$ cat src/rtl/otter_pkg.sv
// Shared fetch-stage types: the fetch FSM state encoding and the queued instruction entry.
package otter_pkg;

  typedef enum logic [1:0] {
    FETCH = 2'd0,
    HOLD  = 2'd1,
    REDIR = 2'd2
  } fetch_state_t;

  typedef struct packed {
    logic [31:0] ir;
    logic [31:0] pc;
  } fetch_entry_t;

  localparam logic [31:0] PC_STEP = 32'd4;

  // Natural 32-bit wrap: 32'hFFFF_FFFC + 4 = 0
  function automatic logic [31:0] pc_plus4(input logic [31:0] pc);
    return pc + PC_STEP;
  endfunction

  function automatic logic [31:0] word_align(input logic [31:0] addr);
    return {addr[31:2], 2'b00};
  endfunction

endpackage

$ cat src/rtl/fetch_queue_sync_fifo.sv
// sync_fifo: power-of-two deep queue of fetch entries with push/pop/flush and an occupancy count.
module sync_fifo
  import otter_pkg::*;
#(
  parameter int DEPTH = 4,
  parameter int AW    = $clog2(DEPTH)
) (
  input  logic         CLK,
  input  logic         RST,
  input  logic         flush,
  input  logic         push,
  input  logic         pop,
  input  fetch_entry_t din,
  output fetch_entry_t dout,
  output logic [AW:0]  count
);

  localparam logic [AW:0] FULL_CNT = (AW+1)'(DEPTH);

  fetch_entry_t    mem [DEPTH];
  logic [AW-1:0]   head_reg;
  logic [AW-1:0]   tail_reg;
  logic [AW:0]     count_reg;
  logic            do_push;
  logic            do_pop;

  assign do_push = push && (count_reg != FULL_CNT) && !flush && !RST;
  assign do_pop  = pop && (count_reg != '0) && !flush && !RST;

  // Storage has no reset; only the pointers define what is live.
  always_ff @(posedge CLK) begin
    if (do_push) mem[tail_reg] <= din;
  end

  always_ff @(posedge CLK) begin
    if (RST || flush) begin
      head_reg  <= '0;
      tail_reg  <= '0;
      count_reg <= '0;
    end else begin
      if (do_push) tail_reg <= tail_reg + 1'b1;
      if (do_pop)  head_reg <= head_reg + 1'b1;
      case ({do_push, do_pop})
        2'b10:   count_reg <= count_reg + 1'b1;
        2'b01:   count_reg <= count_reg - 1'b1;
        default: count_reg <= count_reg;
      endcase
    end
  end

  assign dout  = mem[head_reg];
  assign count = count_reg;

endmodule

$ cat src/rtl/fetch_queue.sv
// Instruction fetch front end: credit-based issue to IMEM, queue to decode, redirect flush.
// Define FETCH_QUEUE_STATS_EN to add FLUSH_CNT / EMPTY_CNT statistics outputs.
module fetch_queue
  import otter_pkg::*;
#(
  parameter int          DEPTH    = 4,
  parameter logic [31:0] RESET_PC = 32'h0000_0000
) (
  input  logic        CLK,
  input  logic        RST,
  output logic        IMEM_RD,
  output logic [31:0] IMEM_ADDR,
  input  logic [31:0] IMEM_DATA,
  input  logic        REDIRECT,
  input  logic [31:0] REDIRECT_PC,
  output logic        DE_VALID,
  input  logic        DE_READY,
  output logic [31:0] DE_IR,
  output logic [31:0] DE_PC,
  output logic [31:0] DE_NEXT_PC
`ifdef FETCH_QUEUE_STATS_EN
  ,
  output logic [31:0] FLUSH_CNT,
  output logic [31:0] EMPTY_CNT
`endif
);

  localparam int          AW        = $clog2(DEPTH);
  localparam logic [AW:0] DEPTH_CNT = (AW+1)'(DEPTH);

  fetch_state_t  state_reg;
  logic [31:0]   fpc_reg;
  logic [31:0]   inf_pc_reg;
  logic          inf_reg;
  logic [AW:0]   occ;
  fetch_entry_t  head;
  fetch_entry_t  tail_entry;
  logic          flush;
  logic          push;
  logic          pop;
  logic          credit;
  logic          issue;

  // Redirect and reset both discard the queue and the returning response.
  assign flush    = RST | REDIRECT;
  assign DE_VALID = (occ != '0) && !flush;
  assign pop      = DE_VALID && DE_READY;
  assign push     = inf_reg && !flush;
  assign credit   = ((occ + {{AW{1'b0}}, inf_reg}) < DEPTH_CNT) || pop;
  assign issue    = (state_reg == FETCH) && credit && !flush;

  assign IMEM_RD    = issue;
  assign IMEM_ADDR  = fpc_reg;
  assign tail_entry = '{ir: IMEM_DATA, pc: inf_pc_reg};

  sync_fifo #(.DEPTH(DEPTH)) u_fifo (
    .CLK   (CLK),
    .RST   (RST),
    .flush (flush),
    .push  (push),
    .pop   (pop),
    .din   (tail_entry),
    .dout  (head),
    .count (occ)
  );

  assign DE_IR      = head.ir;
  assign DE_PC      = head.pc;
  assign DE_NEXT_PC = pc_plus4(head.pc);

  always_ff @(posedge CLK) begin
    if (RST) begin
      state_reg  <= FETCH;
      fpc_reg    <= RESET_PC;
      inf_pc_reg <= '0;
      inf_reg    <= 1'b0;
    end else if (REDIRECT) begin
      state_reg <= REDIR;
      fpc_reg   <= word_align(REDIRECT_PC);
      inf_reg   <= 1'b0;
    end else begin
      inf_reg <= issue;
      if (issue) begin
        inf_pc_reg <= fpc_reg;
        fpc_reg    <= pc_plus4(fpc_reg);
      end
      case (state_reg)
        FETCH:   if (!credit) state_reg <= HOLD;
        HOLD:    if (credit)  state_reg <= FETCH;
        REDIR:   state_reg <= FETCH;
        default: state_reg <= FETCH;
      endcase
    end
  end

`ifdef FETCH_QUEUE_STATS_EN
  always_ff @(posedge CLK) begin
    if (RST) begin
      FLUSH_CNT <= '0;
      EMPTY_CNT <= '0;
    end else begin
      if (REDIRECT && (FLUSH_CNT != '1)) FLUSH_CNT <= FLUSH_CNT + 1'b1;
      if (!DE_VALID && (state_reg != REDIR) && (EMPTY_CNT != '1)) EMPTY_CNT <= EMPTY_CNT + 1'b1;
    end
  end
`endif

endmodule

$ cat config.mk
export PLATFORM = sky130hd
export DESIGN_NAME = fetch_queue
export DESIGN_NICKNAME = d
export VERILOG_FILES = /design/src/rtl/otter_pkg.sv /design/src/rtl/fetch_queue_sync_fifo.sv /design/src/rtl/fetch_queue.sv
export SDC_FILE = /design/constraint.sdc
export NUM_CORES = 1
export LEC_CHECK = 0
export CAP_MARGIN = 0
export CORE_ASPECT_RATIO = 0.7
export CORE_UTILIZATION = 58
export CTS_CLUSTER_SIZE = 40
export DETAILED_ROUTE_END_ITERATION = 7
export PLACE_DENSITY = 0.85
export SETUP_SLACK_MARGIN = 0.5
export SLEW_MARGIN = 20
export SYNTH_ARGS = -nofsm -noshare
export SYNTH_HDL_FRONTEND = slang
export SYNTH_SLANG_ARGS = --single-unit
$ cat constraint.sdc
create_clock -name CLK -period 4.7 [get_ports CLK]
set_input_delay 0.94 -clock CLK [delete_from_list [all_inputs] [get_ports CLK]]
set_output_delay 0.94 -clock CLK [all_outputs]
set_load 0.005 [all_outputs]
== After elaboration in Yosys (flattened, before gate mapping) ==
Memories as Yosys holds them, arrays and structs flattened. A register that Yosys moved wholly into a read port is not among the register bits.
Index checks and enable logic that the tools add are counted.
Word-level totals
  memories: 1
  input port bits: 68
  register bits after elaboration: 74
  logic and storage cells: 62
  memory bits (writable): 256
Memory list
  u_fifo.mem: depth 4, width 64, read ports 1, clocked after memory_dff 1, write ports 1, line fetch_queue_sync_fifo.sv:20  | fetch_entry_t mem [DEPTH];
Operators by class
  $lt $le $gt $ge: 1
  muxes and demuxes: 11
  add/subtract/negate cells: 7
  eq/ne operators: 8
  reductions and logical operators: 23
  bitwise operators: 2
Operators with widths (number)
  $add 32x3->32 const B: 2
  $mux 32: 2
  $logic_and 1x1->1: 11
  $mux 2: 5
  $ne 3x3->1 const B: 3
  $pmux 3 s2: 1
  $reduce_and 2->1: 3
  $add 2x1->2 const B: 2
  $eq 2x1->1 const B: 2
  $ne 2x2->1 const B: 2
  $pmux 2 s2: 1
  $reduce_bool 2->1: 2
  $add 3x1->3: 1
  $add 3x1->3 const B: 1
  $lt 3x3->1 const B: 1
  $reduce_bool 3->1: 1
  $sub 3x1->3 const B: 1
  $eq 2x2->1 const B: 1
  $logic_not 1->1: 2
  $logic_not 2->1: 1
  $logic_or 1x1->1: 2
  $mux 1: 2
  $reduce_or 2->1: 1
  $not 1->1: 1
  $or 1x1->1: 1

== Longest topological paths before layout ==
  depth in word-level cells: 9
  gate-level depth with buffers: 11

== Modules after synthesis ==
From an unflattened synthesis, not the netlist that was laid out.
Second synthesis, totals
  cells, all modules: 862
  area, all modules: 13316.5 µm²
Modules (own cells, without submodules)
  sync_fifo: area each 9724.3 µm², times used 1, cells each 386
  fetch_queue: area each 3592.2 µm², times used 1, cells each 476

== Worst setup path before layout ==
OpenSTA, ideal clock, no wires.
  kind: input -> register
  from: input REDIRECT
  to: memory u_fifo.mem[0][10] (netlist bit), enable pin
  required time: 4273 ps
  path buffers: 1
  arrival time: 3054 ps
  slack: 1219 ps
  stages: 4
  library setup time: 427 ps
  cell sequence: buf_2 -> or2_1 -> nor2_1 -> and2_1
On the way
  longest elaborated chain between the ends: 8
RTL lines
  start: declaration: line fetch_queue.sv:14  | input logic REDIRECT,
  $or 1x1->1 *: line fetch_queue.sv:45  | assign flush = RST | REDIRECT;
  $logic_not 1->1 *: line fetch_queue_sync_fifo.sv:27, fetch_queue.sv:48
  $logic_and 1x1->1: line fetch_queue.sv:48  | assign push = inf_reg && !flush;
  $logic_and 1x1->1: line fetch_queue_sync_fifo.sv:27  | assign do_push = push && (count_reg != FULL_CNT) && !flush && !RST;
  $logic_and 1x1->1 * (2 in series): line fetch_queue_sync_fifo.sv:27
  $mux 1 *: line fetch_queue_sync_fifo.sv:32  | if (do_push) mem[tail_reg] <= din;
  $mux 1 (implied by the code) *: line fetch_queue_sync_fifo.sv:32
  end: declaration: line fetch_queue_sync_fifo.sv:20
Mark *: on every way between the ends. The rest lies on a longest branch, timed or not.

==> impl_results.md <==
- Remaining DRCs: 0
- H-tree depth: 1
- Syn-to-layout area delta: 26.1%
- Status: finished, final reports clean
- Final TNS setup: 0 ns
- Die area: between 20000 and 25000 um^2
- Clock latency on the worst-skew pair: roughly 0.53 ns
- Crit-path cells: buf_4 > mux4_2 > ha_2 > and3_4 > nand4_1 > nor2_2 > nand3_1 > xnor2_1 > clkdlybuf4s50_1
- Number of CTS-inserted buffers: 29
- Total track usage: approximately a quarter
- Ant diodes: 0
- Final Max Tran Viols: 0
- Core box area: roughly 22000 um^2
- Crit path DAT: 3.29 ns
- Clock buffer depth: 3
- Rows: 45
- Slowest cell delay on critical path: 0.55 ns
- DIE WIDTH: around 180 um
- Total power: 0.00579 W
- Worst Clk Skew: 0.00821 ns
- Mapped Cells: approximately 850
- Stages on worst setup path: 9
- Yosys reg bits: 320
- Post-Place Cells: ~1300
- Sequential fraction of design power: a little over half
- Nets: ~1100
- Root buffer cell: clkbuf_16
- Area after DPL: about 15000 um^2
- Async SR Flop Fraction: 0%
- Critical path's slowest cell: clkdlybuf4s50_1
- Leading area contributor after synthesis: edfxtp_1
- Vias/cell: slightly below 6
- Hold slack final: roughly 0.45 ns
- Netlist Area Pre-Place: approximately 13000 um^2
- CTS tree: done
- Setup Crit Path Kind: reg -> out
- CTS sink cnt: 320
- Drt pass-1 iters: 5
- Post-route ant nets: 0
- Final Cell Area: roughly 16000 um^2
- Startpoint types: flop
- Fin. Hold Viols: 0
- P_int: between 0.004 and 0.005 W
- Synth warn: 0
- Max frequency: around 0.24 GHz
- Antenna violations before repair: 0
- DR WL/cell: 21.3 um
- Switch Pwr: 0.00113 W
- Worst min-delay path class: reg -> reg
- Switching Fraction: roughly a fifth
- Max reg flops: roughly 250
- Crit. End Element: output port
- Hold_buf cts: 0
- PortBufs: ~190
- Total Routed Length: between 20000 and 30000 um
- Worst path required time: approximately 3.8 ns
- Yosys cell types: 51
- Layout cells sized above 1: between 10% and 20%
- Crit Reg-Reg Endpoint: IMEM_ADDR[21]
- Final cell count without fillers: 1353
- Yosys top cell area share: just under 60%
- Syn avg cell area: 15.2 um^2
- Pin count of the biggest net entering global routing: 67
- RePlAce Congestion: between 0.8 and 0.9
- Seq/Total Area, Yosys: 69.0%
- Vias: about 8000
- Worst r2r src: u_fifo.count[2]
- Reg2Reg Depth: 8
- Number of synthesized flops with an enable pin: ~250
- First-pass GRT wire length: 44200 um
- Crit path buffers/inverters: 2
- 1st-iter DRT viols: a little under 900
- Power per cell area: 356 nW/um^2
- Critical Path End: DE_NEXT_PC[30]
- Tcrit/Tclk final: between 80% and 90%
- Clock power share: 42.6%
- Peak VDD IR: roughly 0.00031 V
- Endpoints failing setup: 0
- Die height: 127 um
- Commonest cells after routing, fill and taps aside: 248 x edfxtp_1, 185 x clkdlybuf4s50_1, 98 x nand2_1
- Unrepaired setup endpoints after global routing: true
- Final HPWL DP: around 17000 um
- Max Fanout on Critical Path: 5
- Starting density of the core: approximately three fifths
- Tmin final: approximately 4.2 ns
- Pleak: about 5.5 nW
- Worst slew margin: roughly a third
- Dominant synthesized flop cell: edfxtp_1
- Slew @ Worst Pin: between 0.9 and 1 ns
- # IOs: about 200
- Clock-pin slew on the worst setup and hold paths: around 0.060 ns
- FF-to-FF setup slack: around 2.1 ns
- Commonest non-fill, non-tap cell in the layout: edfxtp_1
- Max-cap viol count: 0
- GR Overflow Total: 0
- Combinational share of power: under 10%
- Number of global-route vias before repair: 7899
- Synth area leaders: edfxtp_1 58%, dfxtp_1 11%, mux4_2 10%, nand2_1 2.9%, a21oi_1 2.8%
- Cell family with most CP delay: simple AND/OR/NAND/NOR gates
power groups by stage:
| stage | Clock (W) | Sequential, W | Combinational (W) |
|---|---|---|---|
| 2_1_floorplan | 0 | 0.00315 | 0.0000883 |
| 3_3_place_gp | 0 | 0.00316 | 0.000212 |
| 3_5_place_dp | 0 | 0.00316 | 0.000219 |
| 4_1_cts | 0.00249 | 0.00310 | 0.000221 |
| 5_1_grt | 0.00260 | 0.00310 | 0.000239 |
| 6_report | 0.00246 | 0.00310 | 0.000223 |
logic make-up after synthesis:
family / share of synthesized area, %
AOI/OAI and AO/OA: 5.34
xor gates and xnor gates: 2.31
adders and majority gates: 0.835
buffers and inverters: 2.74
DFF: 69.0
muxes: 11.0
other: 0.0291
and+or+nand+nor: 8.75
repair_timing:
| action | in CTS | in global routing |
|---|---|---|
| gates cloned | 3 | 0 |
| hold endpoints to repair | 0 | 0 |
| buffers inserted | 11 | 6 |
| resized for setup | 14 | 6 |
| setup endpoints to repair | 18 | 7 |
| pin swaps | 3 | 4 |
cells in the mapped netlist (2+ instances only):
cell	number
a21oi_1	72
mux4_1	5
or3_1	7
a22oi_1	4
nor4_1	5
o21ai_0	27
and3_1	6
clkbuf_1	21
ha_1	7
nand2_1	99
xnor2_1	23
a31oi_1	15
a2bb2oi_1	2
buf_4	9
buf_2	14
nand4_1	13
nor2_1	34
dfxtp_1	72
nor3_1	8
or2_1	2
buf_8	3
mux4_2	57
nand3_1	22
inv_1	11
nand4b_1	2
edfxtp_1	248
nor2b_1	4
xor2_1	11
and2_1	12
buf_1	2
or4_1	2
and4_1	6
buf_6	3
final cells by class:
| cell class | instances | area, um^2 |
|---|---|---|
| multi-input combinational | 466 | 3700 |
| inverter | 12 | 45.0 |
| fill | 1369 | 5490 |
| clock inverter | 16 | 219 |
| clock buffer | 38 | 800 |
| timing repair buffer | 219 | 2240 |
| tap | 282 | 353 |
| sequential | 320 | 8900 |
metal layers:
| metal | wire [um] | vias up | share of wire, % | global-route usage (%) |
|---|---|---|---|---|
| met4 | 486 | 0 | 1.7 | 5.78 |
| li1 | - | 3632 | - | - |
| met2 | 13700 | 365 | 47 | 40.8 |
| met1 | 12600 | 4021 | 44 | 37.0 |
| met3 | 2050 | 39 | 7.1 | 4.22 |
| met5 | 0 | - | 0 | 0 |
per-stage QoR:
stage                     setup slack [ns]  util [%]
after global routing                 0.377      74.7
after detailed placement             0.596      68.8
final                                0.474      74.7
after CTS                            0.481      74.5
after floorplan                       1.22         -
after global placement               0.675      68.8
how the worst min path moves through the flow:
stage | depth (start not counted) | to | startpoint
2_1_floorplan | 1 | state_reg[0] | state_reg[1]
4_1_cts | 1 | state_reg[0] | state_reg[1]
3_5_place_dp | 1 | state_reg[0] | state_reg[1]
3_3_place_gp | 1 | state_reg[0] | state_reg[1]
5_1_grt | 1 | state_reg[0] | state_reg[1]
6_report | 1 | state_reg[0] | state_reg[1]
Note: power is estimated with default switching activity, not from simulation.
